File: src/rtl/mult_unit.sv
// Iterative radix-2 shift-add multiplier for MULT/MULTU; WIDTH steps per operation.
// Signed operands are multiplied as magnitudes and the product is negated at write-back.
module mult_unit #(
    parameter int WIDTH = 32
) (
    input  logic               clk,
    input  logic               rst,
    input  logic               start,
    input  logic               op_signed,
    input  logic [WIDTH-1:0]   a,
    input  logic [WIDTH-1:0]   b,
    input  logic               flush,
    output logic               busy,
    output logic               done,
    output logic [2*WIDTH-1:0] result
);

    localparam int CW = (WIDTH > 1) ? $clog2(WIDTH) : 1;
    localparam logic [CW-1:0] CNT_LAST = CW'(WIDTH - 1);

    typedef enum logic [1:0] {
        S_IDLE,
        S_RUN,
        S_DONE
    } state_t;

    state_t               state_q,  state_d;
    logic [CW-1:0]        cnt_q,    cnt_d;
    logic [2*WIDTH-1:0]   mcand_q,  mcand_d;
    logic [WIDTH-1:0]     mplier_q, mplier_d;
    logic [2*WIDTH-1:0]   acc_q,    acc_d;
    logic                 neg_q,    neg_d;
    logic [2*WIDTH-1:0]   result_q, result_d;

    logic [WIDTH-1:0]     a_mag;
    logic [WIDTH-1:0]     b_mag;
    logic [2*WIDTH-1:0]   sum;
    logic                 accept;

    always_comb begin
        a_mag = (op_signed && a[WIDTH-1]) ? -a : a;
        b_mag = (op_signed && b[WIDTH-1]) ? -b : b;
    end

    always_comb begin
        state_d  = state_q;
        cnt_d    = cnt_q;
        mcand_d  = mcand_q;
        mplier_d = mplier_q;
        acc_d    = acc_q;
        neg_d    = neg_q;
        result_d = result_q;
        sum      = acc_q + (mplier_q[0] ? mcand_q : '0);
        // flush always beats a new request
        accept   = start && !flush;

        case (state_q)
            S_RUN: begin
                if (flush) begin
                    state_d = S_IDLE;
                end else begin
                    acc_d    = sum;
                    mcand_d  = mcand_q << 1;
                    mplier_d = mplier_q >> 1;
                    cnt_d    = cnt_q + 1'b1;
                    if (cnt_q == CNT_LAST) begin
                        result_d = neg_q ? -sum : sum;
                        state_d  = S_DONE;
                    end
                end
            end
            default: begin
                // IDLE and DONE accept identically, so DONE can chain without a bubble
                state_d = S_IDLE;
                if (accept) begin
                    mcand_d  = {{WIDTH{1'b0}}, a_mag};
                    mplier_d = b_mag;
                    neg_d    = op_signed & (a[WIDTH-1] ^ b[WIDTH-1]);
                    acc_d    = '0;
                    cnt_d    = '0;
                    state_d  = S_RUN;
                end
            end
        endcase
    end

    always_ff @(posedge clk or posedge rst) begin
        if (rst) begin
            state_q  <= S_IDLE;
            cnt_q    <= '0;
            mcand_q  <= '0;
            mplier_q <= '0;
            acc_q    <= '0;
            neg_q    <= 1'b0;
            result_q <= '0;
        end else begin
            state_q  <= state_d;
            cnt_q    <= cnt_d;
            mcand_q  <= mcand_d;
            mplier_q <= mplier_d;
            acc_q    <= acc_d;
            neg_q    <= neg_d;
            result_q <= result_d;
        end
    end

    assign busy   = (state_q == S_RUN);
    assign done   = (state_q == S_DONE);
    assign result = result_q;

endmodule

File: config.mk
export PLATFORM = sky130hd
export DESIGN_NAME = mult_unit
export DESIGN_NICKNAME = d
export VERILOG_FILES = /design/src/rtl/mult_unit.sv
export SDC_FILE = /design/constraint.sdc
export NUM_CORES = 1
export LEC_CHECK = 0
export BUFFER_PORTS_ARGS = -buffer_cell sky130_fd_sc_hd__buf_4
export CORE_MARGIN = 5
export CORE_UTILIZATION = 60
export CTS_CLUSTER_SIZE = 14
export DETAILED_ROUTE_END_ITERATION = 12
export GPL_TIMING_DRIVEN = 0
export PLACE_DENSITY = 0.8
export SLEW_MARGIN = 20
export SYNTH_ARGS = -nofsm -noshare
export SYNTH_HDL_FRONTEND = slang
export SYNTH_SLANG_ARGS = --single-unit
File: constraint.sdc
create_clock -name clk -period 8.5 [get_ports clk]
set_input_delay 1.275 -clock clk [delete_from_list [all_inputs] [get_ports clk]]
set_output_delay 1.275 -clock clk [all_outputs]
set_load 0.05 [all_outputs]
* After elaboration in Yosys (flattened, before gate mapping)
Index checks and enable logic that the tools add are counted.
** Operators by class
- Add/subtract/negate cells :: 5
- Multiply operators :: 0
- Div/mod/pow operators :: 0
- Order comparisons :: 0
- Equality and inequality tests :: 5
- Shifts and indexed selects :: 0
- Muxes and demuxes :: 20
- Bitwise logic cells :: 4
- Reduce and logical (&&, ||, !) cells :: 8
** Operators with widths (number)
- 64-bit 2-to-1 mux :: 8
- 32-bit 2-to-1 mux :: 5
- 64-bit adder :: 1
- 32-bit negation :: 2
- 64-bit negation :: 1
- 5-bit 2-to-1 mux :: 3
- 2-bit 2-to-1 mux :: 3
- 5-bit by 1-bit adder with 5-bit output, second input constant :: 1
- 5-bit equality test, second input constant :: 1
- 2-bit AND reduction :: 2
- 1-bit logical AND :: 3
- 3-bit by 2-bit inequality test with 1-bit output, second input constant :: 1
- 3-bit AND reduction :: 1
- 2-bit by 1-bit equality test with 1-bit output, second input constant :: 1
- 2-bit equality test, second input constant :: 1
- 2-bit inequality test, second input constant :: 1
- 1-bit NOT :: 2
- 2-bit nonzero test :: 1
- 1-bit bitwise AND :: 1
- 1-bit logical NOT :: 1
- 1-bit 2-to-1 mux :: 1
- 1-bit XOR :: 1
** Storage, ports and cells
- Register bits :: 232
- Latch bits :: 0
- Bits in writable memories :: 0
- Memory bits (read-only) :: 0
- Input bits :: 69
- Output and inout port bits :: 66
- Logic and storage cells :: 49
- Memories kept :: 0

* Depth between registers and ports, before layout
Gate-level depths: netlist (run 1).
- Depth in word-level cells :: 4
- Gate-level depth with buffers :: 20
- Gate-level depth less buffers :: 16

* Least setup slack after synthesis (run 1)
Ideal clock, no wire load.
- Kind :: register to register
- Start :: register mplier_q[0]
- End :: register result_q[63] (netlist: result[63])
- Library setup time :: 0.129 ns
- Data arrival time :: 4.213 ns
- Required time :: 8.371 ns
- Path slack :: 4.157 ns
- Cell stages (with the launch flop) :: 19
- Path buffers :: 4
- Clock period less this slack :: 4.343 ns
- Path through :: dfrtp_1 > clkbuf_1 > clkbuf_1 > and2_1 > ha_1 > buf_2 > nand2_1 > o21a_1 > buf_6 > a211o_1 > a2111oi_2 > o31ai_2 > o41ai_2 > xor2_1 > nor3b_1 > nand4_1 > o41ai_2 > xnor2_1 > o21ai_1
** On the way
- Word-level cells in the longest chain between the ends :: 4
** Ends and longest elaborated chain
- start: declaration :: RTL line 30 : logic [WIDTH-1:0] mplier_q, mplier_d;
- start signal: assignment :: RTL line 100 : mplier_q <= mplier_d;
- 64-bit 2-to-1 mux * :: RTL line 53 : sum = acc_q + (mplier_q[0] ? mcand_q : '0);
- 64-bit adder * :: RTL line 53
- 64-bit negation :: RTL line 67 : result_d = neg_q ? -sum : sum;
- 64-bit 2-to-1 mux * :: RTL line 67
- end signal: assignment :: RTL line 103 : result_q <= result_d;
- end: declaration :: RTL line 33 : logic [2*WIDTH-1:0] result_q, result_d;
Mark *: on every way between the ends. The rest lies on a longest branch, timed or not.
A chain may end at the register's enable or synchronous reset.

* Worst setup path in the final report (run 1)
Same ends and word-level chain as after synthesis.

==> flow_summary.json, run 1 <==
{
  "gp_congestion": 1.02,
  "syn_inst": 2000,
  "outcome": "completed",
  "postLayoutCoreUtil_pct": 69.9,
  "cts.clk_slew.worst_paths_ns": 0.06,
  "skew_ns": 0.0104,
  "grtUsageTotal_pct": 33.1,
  "crit_path_start_kind": "flop",
  "timing.fmax_ghz": 0.167,
  "rsz0062_at_grt": "no",
  "ys_seq_elements": 232,
  "synth_area_sq_um": 16500,
  "syn_area_per_cell_sq_um": 8.24,
  "dr.first_iter.drc_count": 1508,
  "slowest_delay_ns": 0.63,
  "cts.path.max_buffers": 3,
  "layout_min_cycle_time_ns": 5.97,
  "cts_setup_buffers": 0,
  "h-tree-depth": 1,
  "cts-root-buf": "clkbuf_16",
  "ys_seq_area_share_pct": 35.2,
  "finalHoldViolations": 0,
  "diodes": 0,
  "cts_tree": "done",
  "grt_pass1_wl_um": 83000,
  "critical_path_arrival_ns": 6.38,
  "critPathMostFrequentCell": "clkbuf_1",
  "path_delay_family": "compound AO/OA/AOI/OAI gates",
  "p_leak_nw": 8.49,
  "final_nets": 2302,
  "die_h_um": 176,
  "routedWlPerCell_um": 20.5,
  "relSlewSlack_pct": 28.8,
  "cp_max_fo": 10,
  "portBuffers": 134,
  "post-dp-hpwl_um": 40800,
  "cp_slowest_cell": "xor2_1",
  "synth.largest_area_cell": "dfrtp_1",
  "critPathRequiredTime_ns": 8.91,
  "pin_count": 135,
  "worst_slew_pin_slew_ns": 1.06,
  "grt_max_degree": 96,
  "rows": 60,
  "drt.antenna.violating_nets": 0,
  "final.period_utilization_pct": 70.2,
  "clock_sinks": 232,
  "synth_area_leaders": "dfrtp_1, o21ai_0, nand2_1, a21oi_1, ha_1",
  "criticalPathCategory": "flop to flop",
  "drive_gt1_share_pct": 10.6,
  "ir_worst_vdd_uv": 208,
  "routed_wirelength_um": 51800,
  "start_util_pct": 61.0,
  "via_per_inst": 6.35,
  "yosys_warnings": 0,
  "holdBufCountCts": 0,
  "grt_overflow_total": 0,
  "num_vias": 16000,
  "setup_viol_count_final": 0,
  "stdcell_count": 2523,
  "numCtsBuffers": 26,
  "dr.pass1.iters": 8,
  "drc": 0,
  "critPathBufInv": 3,
  "cp_cell_sequence": "clkbuf_1, clkbuf_1, and2_1, ha_1, inv_1, fa_1, nor2b_1, o31ai_2, a21o_1, a211oi_1, nor2_1, o31ai_1, nor4_1, xor2_1, nand4_1, o41ai_2, xnor2_1, o21ai_1",
  "clk_latency_ns": 0.56,
  "yosysUniqueCellTypes": 83,
  "grt_pass1_vias": 15400,
  "slew_viol_final": 0,
  "cap_violations": 0,
  "synth_edf_count": 0,
  "dp.cells": 2477,
  "layout_setup_ws_ns": 2.53,
  "synth.top_cell.area_share_pct": 35.2,
  "syn_to_final_growth_pct": 14.5,
  "antenna_found_initial": 0,
  "place_ws_ns": 2.72,
  "die-area_sq_um": 30900,
  "core_area_sq_um": 27000,
  "syn-num-nets": 2138,
  "die_w_um": 176,
  "power_density_nw_per_um2": 200,
  "hp-class": "flop to flop",
  "synthFlopType": "dfrtp_1",
  "end_kind": "flop",
  "async_reset_ff_share_pct": 100,
  "ctsResizeCount": 0
}
## final cells by class
class	instances	area, sq um
clock buffers	33	717
multi-input cells	1624	10100
well taps	341	427
clock inverters	13	185
flip-flops and latches	232	5810
repair buffers	136	1060
fillers	2168	8140
plain buffers	112	435
inverters	32	128
## synth_stat cells, types with 9 or more instances
master    number
a211oi_1      14
a21o_1        26
a21oi_1      176
a22o_1        79
and2_1        86
clkbuf_1      97
dfrtp_1      232
ha_1          68
inv_1         32
nand2_1      270
nand2b_1      21
nand3_1       31
nand4_1       29
nor2_1       143
nor3_1        32
nor4_1        17
o211ai_1       9
o21a_1        10
o21ai_0      228
o21ai_1       27
o31ai_1       34
o41ai_1       12
or3_1         17
xnor2_1       59
xor2_1        94
## cell usage in the layout, fill, tap and decap left out, types with 9 or more instances in the layout
| cell type | count |
|---|---|
| buf_4 | 134 |
| nand4_1 | 29 |
| nand3_1 | 31 |
| clkbuf_16 | 26 |
| a21oi_1 | 176 |
| o21a_1 | 10 |
| a211oi_1 | 14 |
| a22o_1 | 79 |
| nor3_1 | 32 |
| xor2_1 | 94 |
| nand2_1 | 270 |
| clkbuf_1 | 100 |
| and2_1 | 86 |
| inv_1 | 31 |
| o211ai_1 | 9 |
| o41ai_1 | 12 |
| nor4_1 | 17 |
| o21ai_0 | 228 |
| nor2_1 | 143 |
| o31ai_1 | 34 |
| or3_1 | 17 |
| ha_1 | 68 |
| xnor2_1 | 59 |
| a21o_1 | 26 |
| nand2b_1 | 21 |
| o21ai_1 | 27 |
| dfrtp_1 | 232 |
## worst min-delay path, stage by stage (launching register included)
cell and delay (ns):
dfrtp_1 0.34, nand2_1 0.04, o21ai_0 0.06
## cells by family after synthesis
kind of cell / share of synthesized area (%)
flops: 35.2
simple gates: 20.9
compound gates: 26.9
xor+xnor: 8.13
buf+inv: 3.37
mux: 0.266
fa+ha+maj: 5.28
## state kept, by name, indices dropped and copies added (netlist names)
| signal | cells |
|---|---|
| mcand_q | 64 |
| cnt_q | 5 |
| result | 64 |
| state_q | 2 |
| acc_q | 64 |
| mplier_q | 32 |
| neg_q | 1 |
## report_power, final
part	internal, mW	total [mW]	leakage, nW	switching (mW)
logic	0.430	1.26	4.91	0.835
clock network	0.694	1.18	0.435	0.487
registers	1.24	1.33	3.14	0.0969
total	2.36	3.78	8.49	1.42
## metal layers
layer / vias up / track usage (%) / wire (um)
met5: - / 0 / 0
met3: 87 / 5.70 / 4660
li1: 7546 / - / -
met1: 7718 / 48.2 / 23200
met2: 680 / 51.9 / 22800
met4: 0 / 7.83 / 1250
## path summary, 6_finish.rpt
check | startpoint | to | slack (ns) | cells after the start
max | mplier_q[0] | result[63] | 2.53 | 18
min | result[18] | result[18] | 0.48 | 2
max reg2reg | mplier_q[0] | result[63] | 2.53 | 18
min reg2reg | result[18] | result[18] | 0.48 | 2
max in group asynchronous | rst | mplier_q[3] | 6.91 | 3
min in group asynchronous | rst | result[3] | 0.74 | 2
## metrics by stage
stage                     setup TNS (ns)  hold slack [ns]  power (mW)  instance area (sq um)
final                                  0            0.479        3.78                  18900
after global routing                   0            0.504        3.97                  18900
after CTS                              0            0.483        3.75                  18900
after detailed placement               0            0.471        2.57                  18000
after global placement           -345.95            0.463        2.52                  17900
after floorplan                        0            0.445        2.19                  16500
Power figures use the tool's default switching activity.
==> inputs of run 2 (changes only) <==
- clock period: 8.5 -> 5.96 ns (I/O delays scaled with it)
==> run 2 against run 1 <==
  * Combinational power is 44% higher
  * Sequential power is 44% higher
  * Critical path type unchanged
  * Largest cell class unchanged
  * Sequential cell count stayed put
  * Register-to-register slack worse by 2.3 ns
  * Cell count is 0.16% higher
  * Core utilization is 0.27 points higher
  * Worst setup slack worse by 2.3 ns
  * Sequential share of layout area is 0.12 points lower
  * Critical path depth is 1 lower
  * Wire length is 0.90% higher
==> flow_summary.json, run 2 (same netlist as run 1, synthesis figures left out) <==
{
  "final.period_utilization_pct": 96.7,
  "crit_path_start_kind": "flop",
  "core_area_sq_um": 27000,
  "layout_min_cycle_time_ns": 5.76,
  "cts_setup_buffers": 0,
  "cp_max_fo": 11,
  "slowest_delay_ns": 0.70,
  "routed_wirelength_um": 52300,
  "via_per_inst": 6.42,
  "p_leak_nw": 8.53,
  "grt_pass1_wl_um": 83800,
  "grt_overflow_total": 0,
  "relSlewSlack_pct": 28.2,
  "slew_viol_final": 0,
  "post-dp-hpwl_um": 41000,
  "clk_latency_ns": 0.56,
  "rows": 60,
  "dr.pass1.iters": 6,
  "power_density_nw_per_um2": 286,
  "worst_slew_pin_slew_ns": 1.07,
  "grtUsageTotal_pct": 33.4,
  "gp_congestion": 0.984,
  "drive_gt1_share_pct": 10.8,
  "antenna_found_initial": 0,
  "path_delay_family": "compound AO/OA/AOI/OAI gates",
  "routedWlPerCell_um": 20.7,
  "ir_worst_vdd_uv": 309,
  "cts.path.max_buffers": 3,
  "critical_path_arrival_ns": 6.18,
  "finalSetupTns_ns": 0,
  "clock_sinks": 232,
  "setup_viol_count_final": 0,
  "grt_max_degree": 37,
  "dr.first_iter.drc_count": 1477,
  "drc": 0,
  "criticalPathCategory": "flop to flop",
  "critPathBufInv": 2,
  "layout_setup_ws_ns": 0.197,
  "portBuffers": 134,
  "hp-class": "input port to asynchronous set/reset pin",
  "pin_count": 135,
  "timing.fmax_ghz": 0.174,
  "skew_ns": 0.0221,
  "final_common_cell": "nand2_1",
  "syn_to_final_growth_pct": 15.0,
  "rsz0062_at_grt": "no",
  "cts.clk_slew.worst_paths_ns": 0.06,
  "outcome": "completed",
  "finalHoldViolations": 0,
  "place_ws_ns": 0.0442,
  "cts_tree": "done",
  "die_w_um": 176,
  "start_util_pct": 61.0,
  "grt_pass1_vias": 15500,
  "drt.antenna.violating_nets": 0,
  "final_cell_mix": "nand2_1, dfrtp_1, o21ai_0",
  "num_vias": 16200,
  "die_h_um": 176,
  "end_kind": "flop",
  "cts-root-buf": "clkbuf_16",
  "cp_cell_sequence": "clkbuf_2, and2_1, ha_1, inv_1, fa_1, nor2b_1, o31ai_2, a21o_1, a211oi_1, nor2_1, o31ai_1, nor4_1, xor2_1, nand4_1, o41ai_2, xnor2_1, o21ai_1",
  "final_nets": 2305,
  "h-tree-depth": 1,
  "cp_slowest_cell": "xor2_1",
  "diodes": 0,
  "numCtsBuffers": 25,
  "critPathRequiredTime_ns": 6.38,
  "cap_violations": 0,
  "holdBufCountCts": 0,
  "die-area_sq_um": 30900
}
run 2: cell count changes in the layout (fill, tap and decap cells not counted), sizes merged:
cell and delta:
bufinv +1, clkinvlp -1, clkbuf +1, clkinv -2, buf +5
run 2: what timing repair did:
action / 4_1_cts / 5_1_grt
pin swaps: 0 / 0
endpoints found under the setup margin: 1 / 3
resized for setup: 0 / 2
run 2: report_power, final:
| group | switching [mW] | internal, mW |
|---|---|---|
| logic | 1.19 | 0.620 |
| clock network | 0.683 | 1.03 |
| registers | 0.146 | 1.76 |
run 2: layer usage:
metal	share of wire, %	vias to the layer above	global-route usage [%]	routed length (um)
met5	0	-	0	0
met3	8.9	98	5.12	4650
li1	-	7590	-	-
met1	44	7792	48.9	23300
met4	3.3	0	9.97	1710
met2	43	743	51.5	22700
run 2: worst paths after layout:
kind,from,endpoint,slack [ns],cells past startpoint
worst max register to register,mplier_q[0],result[63],0.20,17
worst min register to register,result[23],result[23],0.48,2
worst min-delay path,rst,acc_q[10],0.29,2
min in group clk,result[23],result[23],0.48,2
worst max-delay path,mplier_q[0],result[63],0.20,17
max in group asynchronous,rst,mcand_q[57],4.45,6
run 2: area by class of cell:
type	count	area [sq um]
Sequential cell	232	5810
Tap cell	341	427
Multi-Input combinational cell	1624	10100
Fill cell	2105	8070
Inverter	32	124
Clock buffer	35	723
Buffer	111	433
Timing Repair Buffer	141	1150
Clock inverter	11	174
run 2: through the flow:
stage               hold slack [ns]  power (mW)  area, sq um  cells  util, %
floorplan                     0.445        3.13        16500   2000        -
global placement              0.463        3.60        17900   2475     66.3
detailed placement            0.471        3.68        18100   2482     66.8
CTS                           0.285        5.39        19000   2527     70.2
global route                  0.297        5.71        19000   2527     70.2
finish                        0.286        5.43        19000   2527     70.2
run 2: worst reg2reg max path, stage by stage, from the launching register on:
cell	delay (ns)
dfrtp_1	0.65
clkbuf_2	0.35
and2_1	0.21
ha_1	0.23
inv_1	0.07
fa_1	0.43
nor2b_1	0.26
o31ai_2	0.16
a21o_1	0.27
a211oi_1	0.56
nor2_1	0.24
o31ai_1	0.37
nor4_1	0.13
xor2_1	0.70
nand4_1	0.36
o41ai_2	0.43
xnor2_1	0.16
o21ai_1	0.07
